$ cat config.mk
export PLATFORM = sky130hd
export DESIGN_NAME = vec_mac_pipe_flat
export DESIGN_NICKNAME = d
export VERILOG_FILES = /design/src/rtl/vmac_pkg.sv /design/src/rtl/vec_mac_pipe_if.sv /design/src/rtl/vmac_lane_mul.sv /design/src/rtl/vec_mac_pipe.sv /design/src/flat_wrapper.sv
export SDC_FILE = /design/constraint.sdc
export NUM_CORES = 1
export LEC_CHECK = 0
export CAP_MARGIN = 10
export CELL_PAD_IN_SITES_DETAIL_PLACEMENT = 0
export CELL_PAD_IN_SITES_GLOBAL_PLACEMENT = 1
export CORE_ASPECT_RATIO = 0.5
export CORE_MARGIN = 2
export CORE_UTILIZATION = 45
export DETAILED_ROUTE_END_ITERATION = 7
export PLACE_DENSITY_LB_ADDON = 0.1
export SETUP_SLACK_MARGIN = 0.2
export SLEW_MARGIN = 20
export SYNTH_ARGS = -nofsm -noshare
export SYNTH_HDL_FRONTEND = slang
export SYNTH_SLANG_ARGS = --single-unit
$ cat constraint.sdc
create_clock -name clk -period 7.23 [get_ports clk]
set_input_delay 2.169 -clock clk [delete_from_list [all_inputs] [get_ports clk]]
set_output_delay 2.169 -clock clk [all_outputs]
set_load 0.02 [all_outputs]
$ cat src/rtl/vmac_pkg.sv
// Shared types and width/saturation helpers for the vec_mac_pipe datapath.
package vmac_pkg;

  localparam int unsigned MaxAccW = 64;

  typedef logic [MaxAccW-1:0] lim_t;

  // Per-stage valid bit plus the sideband that travels with each beat.
  typedef struct packed {
    logic valid;
    logic last;
    logic sgn;
  } stage_ctl_t;

  function automatic int unsigned sum_width(input int unsigned w, input int unsigned lanes);
    return 2 * w + $clog2(lanes) + 1;
  endfunction

  function automatic lim_t umax(input int unsigned w);
    return {MaxAccW{1'b1}} >> (MaxAccW - w);
  endfunction

  function automatic lim_t smax(input int unsigned w);
    return umax(w - 1);
  endfunction

  // Only the low w bits are meaningful; callers truncate to their width.
  function automatic lim_t smin(input int unsigned w);
    return lim_t'(1) << (w - 1);
  endfunction

endpackage

$ cat src/rtl/vec_mac_pipe_if.sv
// Beat-in / result-out handshake bundle for vec_mac_pipe.
interface vec_mac_pipe_if #(
  parameter int unsigned W     = 8,
  parameter int unsigned LANES = 4,
  parameter int unsigned ACC_W = 24
);

  logic                 in_valid;
  logic                 in_ready;
  logic                 in_last;
  logic                 in_sgn;
  logic [LANES*W-1:0]   a;
  logic [LANES*W-1:0]   b;
  logic                 out_valid;
  logic                 out_ready;
  logic [ACC_W-1:0]     out_data;
  logic                 out_of;

  modport master (
    output in_valid, in_last, in_sgn, a, b, out_ready,
    input  in_ready, out_valid, out_data, out_of
  );

  modport slave (
    input  in_valid, in_last, in_sgn, a, b, out_ready,
    output in_ready, out_valid, out_data, out_of
  );

endinterface

$ cat src/rtl/vmac_lane_mul.sv
// One lane's registered W x W multiplier; sgn_i selects two's-complement operands.
module vmac_lane_mul #(
  parameter int unsigned W = 8
) (
  input  logic           clk_i,
  input  logic           rst_i,
  input  logic           en_i,
  input  logic           sgn_i,
  input  logic [W-1:0]   a_i,
  input  logic [W-1:0]   b_i,
  output logic [2*W-1:0] prod_o
);

  logic [2*W-1:0] a_ext;
  logic [2*W-1:0] b_ext;
  logic [2*W-1:0] prod_d;
  logic [2*W-1:0] prod_q;

  always_comb begin
    a_ext  = {{W{sgn_i & a_i[W-1]}}, a_i};
    b_ext  = {{W{sgn_i & b_i[W-1]}}, b_i};
    // Low 2W bits of the extended product are exact in both modes.
    prod_d = a_ext * b_ext;
  end

  always_ff @(posedge clk_i) begin
    if (rst_i) begin
      prod_q <= '0;
    end else if (en_i) begin
      prod_q <= prod_d;
    end
  end

  assign prod_o = prod_q;

endmodule

$ cat src/rtl/vec_mac_pipe.sv
// Four-stage multi-lane saturating dot-product MAC.
// Define VMAC_SIGNED_EN to honour in_sgn (signed multiply, sign-extending tree, signed clamps).
module vec_mac_pipe
  import vmac_pkg::*;
#(
  parameter int unsigned W     = 8,
  parameter int unsigned LANES = 4,
  parameter int unsigned ACC_W = 24
) (
  input logic           clk,
  input logic           r,
  vec_mac_pipe_if.slave bus
);

`ifdef VMAC_SIGNED_EN
  localparam bit SignedEn = 1'b1;
`else
  localparam bit SignedEn = 1'b0;
`endif

  localparam int unsigned ProdW = 2 * W;
  localparam int unsigned SumW  = sum_width(W, LANES);

  localparam logic [ACC_W-1:0] UMax = ACC_W'(umax(ACC_W));
  localparam logic [ACC_W-1:0] SMax = ACC_W'(smax(ACC_W));
  localparam logic [ACC_W-1:0] SMin = ACC_W'(smin(ACC_W));

  if (ACC_W < SumW) begin : g_bad_acc_w
    $error("vec_mac_pipe: ACC_W must be at least 2*W + clog2(LANES) + 1");
  end
  if (ACC_W > MaxAccW) begin : g_too_wide
    $error("vec_mac_pipe: ACC_W exceeds the saturation helper width");
  end
  if (LANES == 0 || (LANES & (LANES - 1)) != 0) begin : g_bad_lanes
    $error("vec_mac_pipe: LANES must be a power of two");
  end

  // Whole pipeline moves together; it only stalls behind an untaken result.
  logic adv;
  logic out_valid_q, out_valid_d;
  assign adv          = !out_valid_q || bus.out_ready;
  assign bus.in_ready = adv;

  // S1: operand register
  stage_ctl_t         s1_q;
  logic [LANES*W-1:0] a_q;
  logic [LANES*W-1:0] b_q;

  always_ff @(posedge clk) begin
    if (r) begin
      s1_q <= '0;
      a_q  <= '0;
      b_q  <= '0;
    end else if (adv) begin
      s1_q <= '{valid: bus.in_valid, last: bus.in_last, sgn: bus.in_sgn};
      a_q  <= bus.a;
      b_q  <= bus.b;
    end
  end

  // S2: per-lane products
  stage_ctl_t       s2_q;
  logic [ProdW-1:0] prod [LANES];

  for (genvar i = 0; i < LANES; i++) begin : g_lane
    vmac_lane_mul #(
      .W(W)
    ) u_mul (
      .clk_i (clk),
      .rst_i (r),
      .en_i  (adv),
      .sgn_i (SignedEn && s1_q.sgn),
      .a_i   (a_q[i*W +: W]),
      .b_i   (b_q[i*W +: W]),
      .prod_o(prod[i])
    );
  end

  always_ff @(posedge clk) begin
    if (r) begin
      s2_q <= '0;
    end else if (adv) begin
      s2_q <= s1_q;
    end
  end

  // S3: heap-ordered adder tree; leaves at [LANES..2*LANES-1], root at [1].
  stage_ctl_t      s3_q;
  logic [SumW-1:0] sum_q;
  logic [SumW-1:0] node [1:2*LANES-1];
  logic            s2_sgn;

  assign s2_sgn = SignedEn && s2_q.sgn;

  always_comb begin
    for (int i = 1; i < 2 * int'(LANES); i++) begin
      node[i] = '0;
    end
    for (int i = 0; i < int'(LANES); i++) begin
      node[LANES + i] = {{(SumW - ProdW){s2_sgn & prod[i][ProdW-1]}}, prod[i]};
    end
    for (int i = int'(LANES) - 1; i >= 1; i--) begin
      node[i] = node[2*i] + node[2*i+1];
    end
  end

  always_ff @(posedge clk) begin
    if (r) begin
      s3_q  <= '0;
      sum_q <= '0;
    end else if (adv) begin
      s3_q  <= s2_q;
      sum_q <= node[1];
    end
  end

  // S4: accumulate with saturation, emit on last
  logic [ACC_W-1:0] acc_q, acc_d;
  logic             sticky_q, sticky_d;
  logic [ACC_W-1:0] out_data_q, out_data_d;
  logic             out_of_q, out_of_d;
  logic             s3_sgn;
  logic [ACC_W:0]   acc_ext;
  logic [ACC_W:0]   sum_ext;
  logic [ACC_W:0]   tot;
  logic             ovf;
  logic [ACC_W-1:0] res;

  always_comb begin
    s3_sgn  = SignedEn && s3_q.sgn;
    acc_ext = {s3_sgn & acc_q[ACC_W-1], acc_q};
    sum_ext = {{(ACC_W + 1 - SumW){s3_sgn & sum_q[SumW-1]}}, sum_q};
    tot     = acc_ext + sum_ext;
    ovf     = s3_sgn ? (tot[ACC_W] ^ tot[ACC_W-1]) : tot[ACC_W];
    // A vector that already clamped stays pinned at its clamp value.
    if (sticky_q) begin
      res = acc_q;
    end else if (ovf) begin
      res = s3_sgn ? (tot[ACC_W] ? SMin : SMax) : UMax;
    end else begin
      res = tot[ACC_W-1:0];
    end
  end

  always_comb begin
    acc_d       = acc_q;
    sticky_d    = sticky_q;
    out_valid_d = out_valid_q;
    out_data_d  = out_data_q;
    out_of_d    = out_of_q;
    if (adv) begin
      out_valid_d = 1'b0;
      if (s3_q.valid) begin
        if (s3_q.last) begin
          out_valid_d = 1'b1;
          out_data_d  = res;
          out_of_d    = sticky_q | ovf;
          acc_d       = '0;
          sticky_d    = 1'b0;
        end else begin
          acc_d    = res;
          sticky_d = sticky_q | ovf;
        end
      end
    end
  end

  always_ff @(posedge clk) begin
    if (r) begin
      acc_q       <= '0;
      sticky_q    <= 1'b0;
      out_valid_q <= 1'b0;
      out_data_q  <= '0;
      out_of_q    <= 1'b0;
    end else begin
      acc_q       <= acc_d;
      sticky_q    <= sticky_d;
      out_valid_q <= out_valid_d;
      out_data_q  <= out_data_d;
      out_of_q    <= out_of_d;
    end
  end

  assign bus.out_valid = out_valid_q;
  assign bus.out_data  = out_data_q;
  assign bus.out_of    = out_of_q;

endmodule

$ cat src/flat_wrapper.sv
// flat-port wrapper written by rule: the top's interface ports become plain ports
module vec_mac_pipe_flat import vmac_pkg::*;
#(
  parameter int unsigned W     = 8,
  parameter int unsigned LANES = 4,
  parameter int unsigned ACC_W = 24
)
  (clk, r, bus_in_valid, bus_in_last, bus_in_sgn, bus_a, bus_b, bus_out_ready, bus_in_ready, bus_out_valid, bus_out_data, bus_out_of);
  vec_mac_pipe_if #(.W(W), .LANES(LANES), .ACC_W(ACC_W)) bus_i ();
  input logic clk;
  input logic r;
  input wire logic [$bits(bus_i.in_valid)-1:0] bus_in_valid;
  input wire logic [$bits(bus_i.in_last)-1:0] bus_in_last;
  input wire logic [$bits(bus_i.in_sgn)-1:0] bus_in_sgn;
  input wire logic [$bits(bus_i.a)-1:0] bus_a;
  input wire logic [$bits(bus_i.b)-1:0] bus_b;
  input wire logic [$bits(bus_i.out_ready)-1:0] bus_out_ready;
  output wire logic [$bits(bus_i.in_ready)-1:0] bus_in_ready;
  output wire logic [$bits(bus_i.out_valid)-1:0] bus_out_valid;
  output wire logic [$bits(bus_i.out_data)-1:0] bus_out_data;
  output wire logic [$bits(bus_i.out_of)-1:0] bus_out_of;
  assign bus_i.in_valid = bus_in_valid;
  assign bus_i.in_last = bus_in_last;
  assign bus_i.in_sgn = bus_in_sgn;
  assign bus_i.a = bus_a;
  assign bus_i.b = bus_b;
  assign bus_i.out_ready = bus_out_ready;
  assign bus_in_ready = bus_i.in_ready;
  assign bus_out_valid = bus_i.out_valid;
  assign bus_out_data = bus_i.out_data;
  assign bus_out_of = bus_i.out_of;
  vec_mac_pipe #(.W(W), .LANES(LANES), .ACC_W(ACC_W)) u_core (.clk(clk), .r(r), .bus(bus_i));
endmodule
==> run summary, run 1 <==
WL met3 - 1.56 mm
Reg2reg end - u_core.g_lane[1].u_mul.prod_o[15]
WL met2 - 18.6 mm
Initial antenna violation count - 0
Yosys cell types - 72
Synth Area per Inst - 8.26 sq um
Pin count of the biggest net entering global routing - 163
Synthesized area - 18,500 sq um
CTS Root Cell - clkbuf_16
Highest routed layer - met4
PD cells - 168 nW/um^2
Final hold viol count - 0
Clock transition at the registers of the reported paths - 0.06 ns
Drt drc - 0
Most used cell, CP - clkdlybuf4s50_1
Metal-1 WL - 23.1 mm
Post-synth top cells - nand2_1 (359), a21oi_1 (232), inv_1 (225)
Layout area overhead - 11.8%
Total Routing Usage GR - 20.7%
Reg2Reg Depth - 15
Crit path capture - bus_in_ready
Hold Crit Class - reg -> reg
Placed Cells - 2,798
Peak supply drop - 0.137 mV
# rows - 52
Min-delay src - u_core.bus.out_data[1]
Initial drt markers - 767
Via density - 5.25
Power, Total - 3.46 mW
Mapped Nets - 2,666
Slew of the pin with the lowest slew margin - 1.08 ns
LEAKAGE - 9.90 nW
Cell count after synthesis - 2,237
Routability cong. - 0.833
Synth top area cells - dfxtp_1 (22%), fa_1 (16%), ha_1 (14%)
Switching Fraction - 32.0%
Psw - 1.11 mW
Crit path required time - 5.06 ns
Ys Warns - 0
Crit path launch type - input port
Number of synthesized register bits - 203
CTS tree - done
Min Tclk post-route - 5.55 ns
Vias in the first global route - 14,340
Max FO, Critical Path - 2
Count of final setup violators - 0
Die width - 291 um
Grt total ovfl - 0
CP bufs+invs - 3
Fmax - 180 MHz
Register area share after synthesis - 22.0%
Hold Buf Count CTS - 0
Rel. slew slack - 27.5%
Setup crit end kind - output port
Slowest stage delay, CP - 0.59 ns
Clk pwr share - 36.3%
Most common cell in the netlist - nand2_1
Worst EP arrival - 3.38 ns
Clock sinks - 203
Share of flip-flops with an asynchronous set or reset - 0%
Die Span Y - 147 um
CTS buffer count - 22
CP delay by family, top - buffers and inverters
Critical-path cell list - clkdlybuf4s50_1 > nor2b_4 > inv_4 > clkdlybuf4s50_1
Min Hold Slack - 0.452 ns
Die Area - 42,800 sq um
Reg2Reg Setup Slack - 2.62 ns
Fin nets - 2,711
Crit path from - bus_out_ready
Core area - 40,500 sq um
RR Startpoint - u_core.a_q[11]
Longest Clk Path Bufs - 3
Post-route ant nets - 0
Clk Latency, worst-skew pair - 0.54 ns
Hpwl dp - 32.9 mm
EDFF count, synth - 0
N_diodes - 0
Port bufs - 95
Setup TNS - 0 ns
Total of max-cap violations - 0
Share of cells above drive strength 1 - 2.79%
Design Area, Final - 20,700 sq um
Outcome - complete, no violations
Post-CTS setup buffers - 0
Comb pwr share - 26.2%
Crit path depth - 4
Vias - 14,906
Seq pwr share - 37.5%
# IOs - 97
Slew Viols, Final - 0
CTS resizes - 0
Top_reg_cell synth - dfxtp_1
Avg WL per Cell - 15.4 um
Cell area after placement - 19,900 sq um
Yosys top cell area share - 22.0%
Drt total wl - 43.8 mm
WS Path Type - in -> out
First-pass GRT wire length - 73.4 mm
RSZ-0062 raised after global routing - no
Synth area leader - dfxtp_1
Initial Util - 45.7%
Final worst-path cycle share - 76.7%
P_int - 2.36 mW
H-tree Lvls - 1
Slowest cell on crit path - clkdlybuf4s50_1
Fin Clk Skew - 0.0210 ns
Layout Cells excl Fill - 2,838
First-pass DRT Iterations - 5
==> power groups by stage <==
stage          combinational, mW  clock [mW]  sequential [mW]
2_1_floorplan              0.706           0             1.27
3_3_place_gp               0.905           0             1.32
3_5_place_dp               0.908           0             1.32
4_1_cts                    0.919        1.30             1.30
5_1_grt                     1.04        1.34             1.31
6_report                   0.908        1.26             1.30
==> logic make-up after synthesis <==
family / Yosys count / synth area share [%]
multiplexers: 7 / 0.379
flip-flops: 203 / 22.0
XOR/XNOR: 83 / 3.93
AO/OA/AOI/OAI: 498 / 16.5
AND/OR/NAND/NOR: 778 / 20.5
buffers and inverters: 309 / 6.32
adder cells (fa/ha/maj): 359 / 30.3
==> cell type report <==
type,count,area [sq um]
fillers,4014,19800
multi-input cells,1725,13300
flip-flops and latches,203,4060
repair buffers,103,1020
inverters,227,855
well taps,540,676
clock buffers,32,628
clock inverters,8,158
==> how the worst min path moves through the flow <==
stage | endpoint | slack [ns] | depth (start not counted)
final | u_core.bus.out_data[1] | 0.45 | 1
after global routing | u_core.g_lane[3].u_mul.prod_o[12] | 0.48 | 2
after CTS | u_core.bus.out_data[23] | 0.45 | 2
after detailed placement | u_core.bus.out_data[1] | 0.44 | 1
after global placement | u_core.bus.out_data[4] | 0.43 | 1
after floorplan | u_core.s1_q[1] | 0.43 | 2
==> worst register-to-register path, stage by stage (launching register included) <==
cell	delay [ns]
dfxtp_1	0.40
and2_1	0.22
fa_1	0.45
fa_1	0.49
inv_1	0.06
fa_1	0.49
fa_1	0.49
inv_1	0.04
ha_1	0.31
o21ai_0	0.12
a21oi_1	0.12
o21a_1	0.19
o41ai_1	0.58
o31ai_1	0.18
xnor2_1	0.18
a211oi_1	0.22
==> placed cells by master (no fill, tap or decap), types with 14 or more instances in the layout <==
| cell type | synthesis | final |
|---|---|---|
| clkbuf_16 | 0 | 22 |
| dfxtp_1 | 203 | 203 |
| nand2b_1 | 25 | 25 |
| a21o_1 | 47 | 47 |
| o21ai_0 | 74 | 74 |
| inv_1 | 225 | 225 |
| nor2_1 | 75 | 75 |
| nor2b_1 | 26 | 25 |
| clkdlybuf4s50_1 | 0 | 94 |
| ha_1 | 211 | 211 |
| nand2_1 | 359 | 359 |
| and2_1 | 195 | 195 |
| xnor2_1 | 60 | 60 |
| o21a_1 | 19 | 19 |
| nand4_1 | 14 | 14 |
| xor2_1 | 23 | 23 |
| a211oi_1 | 30 | 30 |
| nor3_1 | 17 | 17 |
| fa_1 | 148 | 148 |
| a21oi_1 | 232 | 231 |
| nand3_1 | 22 | 22 |
| and3_1 | 17 | 17 |
==> registers in the layout, summed over array words and instances, names as in the netlist <==
register                    count
u_core.a_q                     32
u_core.sum_q                   18
u_core.s3_q                     2
u_core.s1_q                     2
u_core.sticky_q                 1
u_core.bus.out_valid            1
u_core.g_lane.u_mul.prod_o     64
u_core.b_q                     32
u_core.acc_q                   24
u_core.bus.out_data            24
u_core.bus.out_of               1
u_core.s2_q                     2
==> metrics by stage <==
step                      utilization (%)  setup slack [ns]
after floorplan                         -              1.90
after global placement               49.1              1.69
after detailed placement             49.1              1.68
after CTS                            51.1              1.68
after global routing                 51.1              1.67
final                                51.1              1.68
==> metal layers <==
layer / vias up / GRT usage (%)
met2: 171 / 31.5
met3: 37 / 2.86
met1: 7133 / 31.5
met5: - / 0
li1: 7565 / -
met4: 0 / 3.16
(Power assumes the default switching activity.)
==> run 2: changes to the inputs <==
Clock period 7.23 ns to 5.2 ns, I/O delays scaled along.
==> run summary, run 2 (same netlist as run 1, synthesis figures left out) <==
Layout area overhead - 12.2%
Reg2Reg Setup Slack - 0.84 ns (-1.78 ns)
PD cells - 233 nW/um^2 (+39%)
Pre-CTS setup slack - 0.852 ns (-0.829 ns)
Pin count of the biggest net entering global routing - 159 (-2.5%)
Drt drc - 0 (unchanged)
Max reg flops - 64 (unchanged)
Rel. slew slack - 40.7% (+13 points)
# IOs - 97 (unchanged)
Initial Util - 45.7% (unchanged)
CTS resizes - 0 (unchanged)
RR Startpoint - u_core.b_q[11]
Setup crit end kind - register
# rows - 52 (unchanged)
Clock sinks - 203 (unchanged)
Initial drt markers - 723 (-5.7%)
Min-delay src - u_core.bus.out_data[23]
Slew of the pin with the lowest slew margin - 0.886 ns (-0.198 ns)
Share of cells above drive strength 1 - 3.21% (+0.43 points)
Final hold viol count - 0 (unchanged)
H-tree Lvls - 1 (unchanged)
Clk Latency, worst-skew pair - 0.55 ns (about the same)
N_diodes - 0 (unchanged)
Hold path endpoint - u_core.bus.out_data[23]
Worst setup margin - 0.843 ns (-0.841 ns)
Final worst-path cycle share - 83.8%
Slew Viols, Final - 0 (unchanged)
WHS Path Cells - 2 (+1)
Routability cong. - 0.870 (+4.4%)
Reg2Reg Depth - 17 (+2)
Reg2reg end - u_core.g_lane[1].u_mul.prod_o[15]
Crit path launch type - register
Post-CTS setup buffers - 0 (unchanged)
WS Path Type - reg -> reg
Total of max-cap violations - 0 (unchanged)
CTS buffer count - 22 (unchanged)
Layout Cells excl Fill - 2,844 (+0.21%)
Outcome - complete, no violations
Die Span Y - 147 um (unchanged)
Core area - 40,500 sq um (unchanged)
Die Area - 42,800 sq um (unchanged)
Die width - 291 um (unchanged)
First-pass DRT Iterations - 5 (unchanged)
Fin Clk Skew - 0.0353 ns (+0.0144 ns)
Max FO, Critical Path - 9 (+7)
Initial antenna violation count - 0 (unchanged)
Hpwl dp - 33.3 mm (+1.3%)
Grt total ovfl - 0 (unchanged)
Vias in the first global route - 14,416 (+0.53%)
Longest Clk Path Bufs - 3 (unchanged)
LEAKAGE - 9.96 nW (+0.56%)
Avg WL per Cell - 15.4 um (-0.30%)
Total Routing Usage GR - 20.8% (+0.12 points)
Drt total wl - 43.8 mm (about the same)
Count of final setup violators - 0 (unchanged)
Crit path required time - 5.64 ns (+0.58 ns)
Clock transition at the registers of the reported paths - 0.07 ns (about the same)
CTS tree - done
Min Hold Slack - 0.447 ns (-0.00500 ns)
Fmax - 230 MHz
Vias - 14,934 (+0.19%)
First-pass GRT wire length - 73.8 mm (+0.55%)
Via density - 5.25 (about the same)
Port bufs - 95 (unchanged)
Commonest non-fill, non-tap cell in the layout - nand2_1
RSZ-0062 raised after global routing - no
CTS Root Cell - clkbuf_16
Setup TNS - 0 ns (unchanged)
Placed Cells - 2,804 (+0.21%)
Peak supply drop - 0.211 mV (+54%)
Worst EP arrival - 4.79 ns (+1.41 ns)
Hold Buf Count CTS - 0 (unchanged)
Fin nets - 2,717 (+0.22%)
Min Tclk post-route - 4.36 ns
Post-route ant nets - 0 (unchanged)
Highest-count cells in the layout ignoring fill and taps - nand2_1 (359), a21oi_1 (231), inv_1 (225)
Hold Crit Class - reg -> reg
==> run 2: metrics by stage <==
stage	util [%]	cell area [sq um]	total power, mW
after global placement	49.2	19900	3.09
final	51.2	20700	4.83
after global routing	51.2	20700	5.15
after floorplan	-	18500	2.74
after detailed placement	49.2	19900	3.10
after CTS	51.2	20700	4.89
==> run 2: worst max-delay path by stage <==
stage                     cells after the start  slack (ns)            from                                 to
after floorplan                              17        0.94  u_core.a_q[13]  u_core.g_lane[1].u_mul.prod_o[15]
after global placement                       17        0.84  u_core.a_q[13]  u_core.g_lane[1].u_mul.prod_o[15]
after detailed placement                     14        0.85  u_core.b_q[18]  u_core.g_lane[2].u_mul.prod_o[14]
after CTS                                    17        0.80  u_core.b_q[11]  u_core.g_lane[1].u_mul.prod_o[15]
after global routing                         17        0.43  u_core.a_q[10]  u_core.g_lane[1].u_mul.prod_o[15]
final                                        17        0.84  u_core.b_q[11]  u_core.g_lane[1].u_mul.prod_o[15]
==> run 2: area by class of cell <==
type	instances	area [sq um]
well taps	540	676
inverters	227	855
clock inverters	11	176
fillers	3976	19700
flip-flops and latches	203	4060
clock buffers	29	627
repair buffers	109	1070
multi-input cells	1725	13300
==> run 2: power by group <==
group	switching, mW	internal, mW
combinational	0.688	0.570
sequential	0.140	1.66
clock	0.710	1.05
==> run 2: routing by layer <==
| metal | vias to the layer above | routed length, um | GRT usage, % |
|---|---|---|---|
| met3 | 35 | 1480 | 2.69 |
| li1 | 7561 | - | - |
| met4 | 0 | 571 | 3.26 |
| met2 | 170 | 18400 | 32.1 |
| met5 | - | 0 | 0 |
| met1 | 7168 | 23300 | 31.5 |
==> run 2: worst max-delay path: stages (launching register included) <==
cell and delay [ns]:
dfxtp_1 0.52, nand2_1 0.13, fa_1 0.50, fa_1 0.54
inv_1 0.05, fa_1 0.48, inv_1 0.05, fa_1 0.47
inv_1 0.04, ha_1 0.27, inv_1 0.07, a21oi_1 0.05
o21a_1 0.19, o41ai_1 0.24, buf_4 0.19, o31ai_1 0.08
xnor2_1 0.14, a211oi_1 0.21
